[config.mk]
export PLATFORM = sky130hd
export DESIGN_NAME = mod_addsub_pipe_flat
export DESIGN_NICKNAME = d
export VERILOG_FILES = /design/src/rtl/mod_addsub_pipe_if.sv /design/src/rtl/mod_addsub_pipe.sv /design/src/flat_wrapper.sv
export SDC_FILE = /design/constraint.sdc
export NUM_CORES = 1
export LEC_CHECK = 0
export BUFFER_PORTS_ARGS = -buffer_cell sky130_fd_sc_hd__buf_2
export CELL_PAD_IN_SITES_DETAIL_PLACEMENT = 1
export CELL_PAD_IN_SITES_GLOBAL_PLACEMENT = 2
export CORE_ASPECT_RATIO = 0.6
export CORE_MARGIN = 1.5
export CORE_UTILIZATION = 39
export CTS_BUF_LIST = sky130_fd_sc_hd__clkbuf_16
export CTS_CLUSTER_SIZE = 24
export DETAILED_ROUTE_END_ITERATION = 10
export GPL_TIMING_DRIVEN = 0
export PLACE_DENSITY_LB_ADDON = 0.1
export SLEW_MARGIN = 20
export SYNTH_ARGS = -nofsm -noshare
export SYNTH_HDL_FRONTEND = slang
export SYNTH_SLANG_ARGS = --single-unit
[constraint.sdc]
create_clock -name clk_i -period 7.1 [get_ports clk_i]
set_clock_uncertainty 0.2 [all_clocks]
set_input_delay 0.71 -clock clk_i [delete_from_list [all_inputs] [get_ports clk_i]]
set_output_delay 0.71 -clock clk_i [all_outputs]
set_load 0.005 [all_outputs]
[src/rtl/mod_addsub_pipe_if.sv]
// Operand/result handshake bundle for the modular add/subtract pipeline.
// Signal names carry the direction as seen from the pipeline (slave side).
interface mod_addsub_pipe_if #(
  parameter int WIDTH = 23
);
  logic             in_valid_i;
  logic             in_ready_o;
  logic             op_i;
  logic [WIDTH-1:0] a_i;
  logic [WIDTH-1:0] b_i;
  logic [WIDTH-1:0] q_i;
  logic             out_valid_o;
  logic             out_ready_i;
  logic [WIDTH-1:0] c_o;
  logic             err_o;

  // Producer of operands and consumer of results
  modport master (
    output in_valid_i, op_i, a_i, b_i, q_i, out_ready_i,
    input  in_ready_o, out_valid_o, c_o, err_o
  );

  // The pipeline itself
  modport slave (
    input  in_valid_i, op_i, a_i, b_i, q_i, out_ready_i,
    output in_ready_o, out_valid_o, c_o, err_o
  );
endinterface

[src/rtl/mod_addsub_pipe.sv]
// Two-stage modular add/subtract pipeline with valid/ready flow control.
// Stage 1 forms the raw (WIDTH+1)-bit sum or difference and range-checks the
// operands; stage 2 folds the raw value back into [0, q) and drives the
// output register. The modulus and opcode ride along with each beat.
module mod_addsub_pipe #(
  parameter int WIDTH = 23
) (
  input  logic             clk_i,
  input  logic             rst_i,
  mod_addsub_pipe_if.slave bus
);

  // Folds a raw stage-1 value into the modulus range. Add: subtract q once if
  // the sum reached q. Subtract: add q back (mod 2^WIDTH) if a borrow occurred.
  // Out-of-range operands still go through the same formula, truncated.
  function automatic logic [WIDTH-1:0] mod_correct(
    input logic             op,
    input logic [WIDTH:0]   raw,
    input logic             borrow,
    input logic [WIDTH-1:0] q
  );
    logic [WIDTH:0]   q_ext;
    logic [WIDTH:0]   reduced;
    logic [WIDTH-1:0] res;
    q_ext   = {1'b0, q};
    reduced = raw - q_ext;
    res     = raw[WIDTH-1:0];
    if (op) begin
      if (borrow) begin
        res = raw[WIDTH-1:0] + q;
      end
    end else begin
      if (raw >= q_ext) begin
        res = reduced[WIDTH-1:0];
      end
    end
    return res;
  endfunction

  // ---------------------------------------------------------------------
  // Flow control
  // ---------------------------------------------------------------------
  logic vld_p1_q, vld_p1_d;
  logic vld_p2_q, vld_p2_d;
  logic adv_p1, adv_p2;
  logic accept;

  // Each stage may take new contents when empty or when its current beat
  // leaves this cycle; stage 1 readiness is combinational from out_ready_i.
  assign adv_p2 = ~vld_p2_q | bus.out_ready_i;
  assign adv_p1 = ~vld_p1_q | adv_p2;
  assign accept = bus.in_valid_i & adv_p1 & ~rst_i;

  // ---------------------------------------------------------------------
  // Stage 1: raw sum/difference, borrow, operand range check
  // ---------------------------------------------------------------------
  logic [WIDTH:0]        sum_w;
  logic signed [WIDTH:0] diff_w;
  logic [WIDTH:0]        raw_p1_q, raw_p1_d;
  logic                  borrow_p1_q, borrow_p1_d;
  logic                  op_p1_q, op_p1_d;
  logic [WIDTH-1:0]      q_p1_q, q_p1_d;
  logic                  err_p1_q, err_p1_d;

  // Stage-1 next state: valid follows acceptance, data loads only on accept.
  always_comb begin
    sum_w       = {1'b0, bus.a_i} + {1'b0, bus.b_i};
    diff_w      = $signed({1'b0, bus.a_i}) - $signed({1'b0, bus.b_i});
    vld_p1_d    = vld_p1_q;
    raw_p1_d    = raw_p1_q;
    borrow_p1_d = borrow_p1_q;
    op_p1_d     = op_p1_q;
    q_p1_d      = q_p1_q;
    err_p1_d    = err_p1_q;
    if (adv_p1) begin
      vld_p1_d = accept;
    end
    if (accept) begin
      op_p1_d     = bus.op_i;
      q_p1_d      = bus.q_i;
      err_p1_d    = (bus.a_i >= bus.q_i) | (bus.b_i >= bus.q_i);
      raw_p1_d    = bus.op_i ? $unsigned(diff_w) : sum_w;
      borrow_p1_d = bus.op_i & diff_w[WIDTH];
    end
  end

  // Stage-1 occupancy flag, cleared asynchronously so in-flight beats vanish.
  always_ff @(posedge clk_i or posedge rst_i) begin
    if (rst_i) begin
      vld_p1_q <= 1'b0;
    end else begin
      vld_p1_q <= vld_p1_d;
    end
  end

  // Stage-1 payload; never observed while its valid flag is low.
  always_ff @(posedge clk_i) begin
    raw_p1_q    <= raw_p1_d;
    borrow_p1_q <= borrow_p1_d;
    op_p1_q     <= op_p1_d;
    q_p1_q      <= q_p1_d;
    err_p1_q    <= err_p1_d;
  end

  // ---------------------------------------------------------------------
  // Stage 2: conditional correction into the output register
  // ---------------------------------------------------------------------
  logic [WIDTH-1:0] c_p2_q, c_p2_d;
  logic             err_p2_q, err_p2_d;

  // Stage-2 next state: results hold while the consumer stalls.
  always_comb begin
    vld_p2_d = vld_p2_q;
    c_p2_d   = c_p2_q;
    err_p2_d = err_p2_q;
    if (adv_p2) begin
      vld_p2_d = vld_p1_q;
      if (vld_p1_q) begin
        c_p2_d   = mod_correct(op_p1_q, raw_p1_q, borrow_p1_q, q_p1_q);
        err_p2_d = err_p1_q;
      end
    end
  end

  // Output register; cleared on reset so the result bus reads zero.
  always_ff @(posedge clk_i or posedge rst_i) begin
    if (rst_i) begin
      vld_p2_q <= 1'b0;
      c_p2_q   <= '0;
      err_p2_q <= 1'b0;
    end else begin
      vld_p2_q <= vld_p2_d;
      c_p2_q   <= c_p2_d;
      err_p2_q <= err_p2_d;
    end
  end

  assign bus.in_ready_o  = adv_p1 & ~rst_i;
  assign bus.out_valid_o = vld_p2_q;
  assign bus.c_o         = c_p2_q;
  assign bus.err_o       = err_p2_q;

endmodule

[src/flat_wrapper.sv]
// flat-port wrapper written by rule: the top's interface ports become plain ports
module mod_addsub_pipe_flat 
#(
  parameter int WIDTH = 23
)
  (clk_i, rst_i, bus_in_valid_i, bus_op_i, bus_a_i, bus_b_i, bus_q_i, bus_out_ready_i, bus_in_ready_o, bus_out_valid_o, bus_c_o, bus_err_o);
  mod_addsub_pipe_if #(.WIDTH(WIDTH)) bus_i ();
  input  logic clk_i;
  input  logic rst_i;
  input wire logic [$bits(bus_i.in_valid_i)-1:0] bus_in_valid_i;
  input wire logic [$bits(bus_i.op_i)-1:0] bus_op_i;
  input wire logic [$bits(bus_i.a_i)-1:0] bus_a_i;
  input wire logic [$bits(bus_i.b_i)-1:0] bus_b_i;
  input wire logic [$bits(bus_i.q_i)-1:0] bus_q_i;
  input wire logic [$bits(bus_i.out_ready_i)-1:0] bus_out_ready_i;
  output wire logic [$bits(bus_i.in_ready_o)-1:0] bus_in_ready_o;
  output wire logic [$bits(bus_i.out_valid_o)-1:0] bus_out_valid_o;
  output wire logic [$bits(bus_i.c_o)-1:0] bus_c_o;
  output wire logic [$bits(bus_i.err_o)-1:0] bus_err_o;
  assign bus_i.in_valid_i = bus_in_valid_i;
  assign bus_i.op_i = bus_op_i;
  assign bus_i.a_i = bus_a_i;
  assign bus_i.b_i = bus_b_i;
  assign bus_i.q_i = bus_q_i;
  assign bus_i.out_ready_i = bus_out_ready_i;
  assign bus_in_ready_o = bus_i.in_ready_o;
  assign bus_out_valid_o = bus_i.out_valid_o;
  assign bus_c_o = bus_i.c_o;
  assign bus_err_o = bus_i.err_o;
  mod_addsub_pipe #(.WIDTH(WIDTH)) u_core (.clk_i(clk_i), .rst_i(rst_i), .bus(bus_i));
endmodule
==> flow_summary.yaml <==
sta:
  min_period_over_period_pct: 60.3
  finalHoldViolations: 0
  slew_violations: 0
  fin_setup_tns_ps: 0
  fin_ws_ps: 2820
  rsz0062_at_grt: "false"
  worst_pin_slew_ps: 938
  fin_crit_ps: 4280
  relSlewSlack_pct: 37.1
  setup_violations: 0
  clock.fmax_ghz: 0.234
pwr:
  power.share.clock_pct: 24.9
  power_frac_seq_pct: 32.8
  combPwrFrac_pct: 42.4
  p_per_area_nw_per_um2: 182
  sw_frac_of_total_pct: 37.9
  p_int_mw: 1.13
  p_leak_nw: 4.63
  p_sw_mw: 0.686
  vdd.ir_drop.worst_uv: 117
worst_setup_path:
  slowest_stage: "nor3_1"
  critPathTopFamily: "simple AND/OR/NAND/NOR gates"
  worstPathRequired_ps: 7140
  arrival_ps: 4320
  crit_type: "register to register"
  cp_num_buf_inv: 1
  path_common_cell: "nor2_1"
  r2r_cells: 11
  reg2reg_setup_slack_ps: 2820
  endpoint_kind: "register"
  cp_max_fo: 10
  crit_chain: "ha_1, buf_2, nand4_1, nor3_1, o21ai_1, a31o_2, a31oi_2, nor2_1, nor2_1, a21oi_1, a22o_1"
  critPathLaunchType: "register"
  worstReg2RegStart: "u_core.raw_p1_q[11]"
  r2r_end: "u_core.bus.c_o[0]"
  critPathMaxStageDelay_ps: 560
placed_design:
  gp_congestion: 0.926
  dp_cells: 1478
  io_buffers: 99
  dp_slack_ps: 2990
  dp.final_hpwl_um: 25300
die:
  core_area_sq_um: 22100
  die_x_um: 197
  die_area_sq_um: 23500
  io_pins: 100
  start_util_pct: 39.8
  die_y_um: 119
  row_count: 42
global_route:
  grt_pass1_wl_um: 47300
  grt_util_all_layers_pct: 26.1
  use_met3_pct: 3.54
  grt_pass1_vias: 8485
  grt_max_degree: 52
  grt.overflow.total: 0
  grt.busiest_layer: "met1"
  met1_usage_pct: 39.9
  grt_util_met2_pct: 39.5
  antenna_found_initial: 0
logic_synthesis:
  yosysMostFrequentCell: "ha_1"
  synth_fa_ha_area_share_pct: 20.4
  synth_top_family_by_area: "compound AO/OA/AOI/OAI gates"
  synthSimpleGateAreaFrac_pct: 15.7
  synth_compound_area_share_pct: 26.0
  ys.flop_type: "edfxtp_1"
  synth-xor-area-share_pct: 4.87
  ys_ff_latch: 76
  synthCells: 1071
  yosysTopAreaCell: "ha_1"
  async_flop_share_pct: 34.2
  ys_seq_area_share_pct: 24.4
  syn-num-nets: 1286
  syn_area_sq_um: 8820
  synthTopCellsByArea: "ha_1 (19%), edfxtp_1 (17%), dfrtp_1 (7.4%)"
  synth_cell_types: 85
  synth-edff-count: 50
  syn_area_per_cell_sq_um: 8.23
  synth_mux_area_share_pct: 1.28
  synthTopCellsByCount: "ha_1 (137), inv_1 (117), a21oi_1 (104)"
  synth_top_area_share_pct: 19.4
  ys_warn_count: 0
finish:
  antenna_cells: 0
  instances_no_fill: 1492
  area_growth_pct: 13.2
  fillers: 2740
  layout.nets: 1396
  drive_gt1_share_pct: 13.0
clocking:
  clk_pin_slew_ps: 60
  htree_levels: 3
  post-cts-setup-buffer-count: 0
  cts_sinks: 76
  cts_buffer_depth: 2
  root_buffer: "clkbuf_16"
  post_cts_resized: 0
  cts_buffers: 9
  cts_tree: "done"
  ctsHoldBuffers: 0
  clk_latency_ps: 350
route:
  wl_per_cell_um: 20.0
  post-route-drc-count: 0
  drt_iter0_markers: 572
  drt-total-wl_um: 29900
  vias_per_cell: 5.63
  dr.pass1.iters: 5
  vias: 8398
  ant_nets: 0
flow_run:
  maxCapViolCount: 0
outcome:
  run_status: "complete, no violations"
hold_path:
  worstHoldPathType: "input pin to async pin"
cell families after synthesis:
| logic type | after synthesis |
|---|---|
| mux | 11 |
| compound gates | 346 |
| buf+inv | 166 |
| flops | 76 |
| fa+ha+maj | 141 |
| xor+xnor | 49 |
| simple gates | 282 |
power groups by stage:
| stage | Combinational (mW) | Clock, mW | Sequential [mW] |
|---|---|---|---|
| after floorplan | 0.506 | 0 | 0.594 |
| after global placement | 0.747 | 0 | 0.603 |
| after detailed placement | 0.759 | 0 | 0.604 |
| after CTS | 0.764 | 0.459 | 0.595 |
| after global routing | 0.855 | 0.474 | 0.602 |
| final | 0.768 | 0.451 | 0.594 |
registers in the layout (all words and copies together) (netlist names):
name	cells
u_core.raw_p1_q	24
u_core.op_p1_q	1
u_core.bus.c_o	23
u_core.bus.out_valid_o	1
u_core.bus.err_o	1
u_core.q_p1_q	23
u_core.vld_p1_q	1
u_core.borrow_p1_q	1
u_core.err_p1_q	1
final cells by class:
cell class              instances  area, sq um  area share, %
clock buffers                   9          225           2.26
repair buffers                 99          495           4.96
clock inverters                 5         55.1          0.552
well taps                     308          385           3.86
flip-flops and latches         76         2150           21.6
inverters                     122          458           4.59
plain buffers                  44          191           1.92
multi-input cells             829         6020           60.3
how the worst max path moves through the flow:
stage	start	end	slack (ps)	cells after the start
after floorplan	bus_b_i[0]	u_core.raw_p1_q[22]	3870	12
after global placement	u_core.raw_p1_q[11]	u_core.bus.c_o[0]	3050	11
after detailed placement	u_core.raw_p1_q[11]	u_core.bus.c_o[0]	2990	11
after CTS	u_core.raw_p1_q[11]	u_core.bus.c_o[0]	2980	11
after global routing	u_core.raw_p1_q[11]	u_core.bus.c_o[0]	2630	11
final	u_core.raw_p1_q[11]	u_core.bus.c_o[0]	2820	11
metrics by stage:
| step | util, % | hold slack, ps | total power, mW | instance area, sq um |
|---|---|---|---|---|
| detailed placement | 43.8 | 261 | 1.36 | 9700 |
| global placement | 43.8 | 258 | 1.35 | 9700 |
| finish | 45.1 | 266 | 1.81 | 9980 |
| floorplan | - | 215 | 1.10 | 8820 |
| global route | 45.1 | 292 | 1.93 | 9980 |
| CTS | 45.1 | 274 | 1.82 | 9980 |
per-layer routing:
metal	up-vias	share of wire (%)
li1	4075	-
met1	4101	53
met2	197	41
met3	25	4.9
met4	0	1.0
met5	-	0
cells in the final DEF, fill, tap and decap left out, types with 5 or more instances in the layout:
master       n
a211o_1      5
a211oi_1     9
a21o_1      27
a21oi_1    104
a221o_1      7
a221oi_1     7
a31oi_1     15
and3_1       7
buf_2      111
clkbuf_1    28
clkbuf_16    9
dfrtp_1     26
edfxtp_1    50
ha_1       137
inv_1      116
mux2i_1      9
nand2_1     60
nand2b_1    17
nand3_1     15
nand3b_1     5
nand4_1     15
nor2_1      91
nor2b_1     21
nor3_1      19
nor4_1       6
o211ai_1    10
o21a_1      14
o21ai_0     51
o21ai_1     20
o21bai_1    10
o31a_1       5
o31ai_1      7
or3_1        6
xnor2_1     39
xor2_1      10
Note: power is estimated with default switching activity, not from simulation.
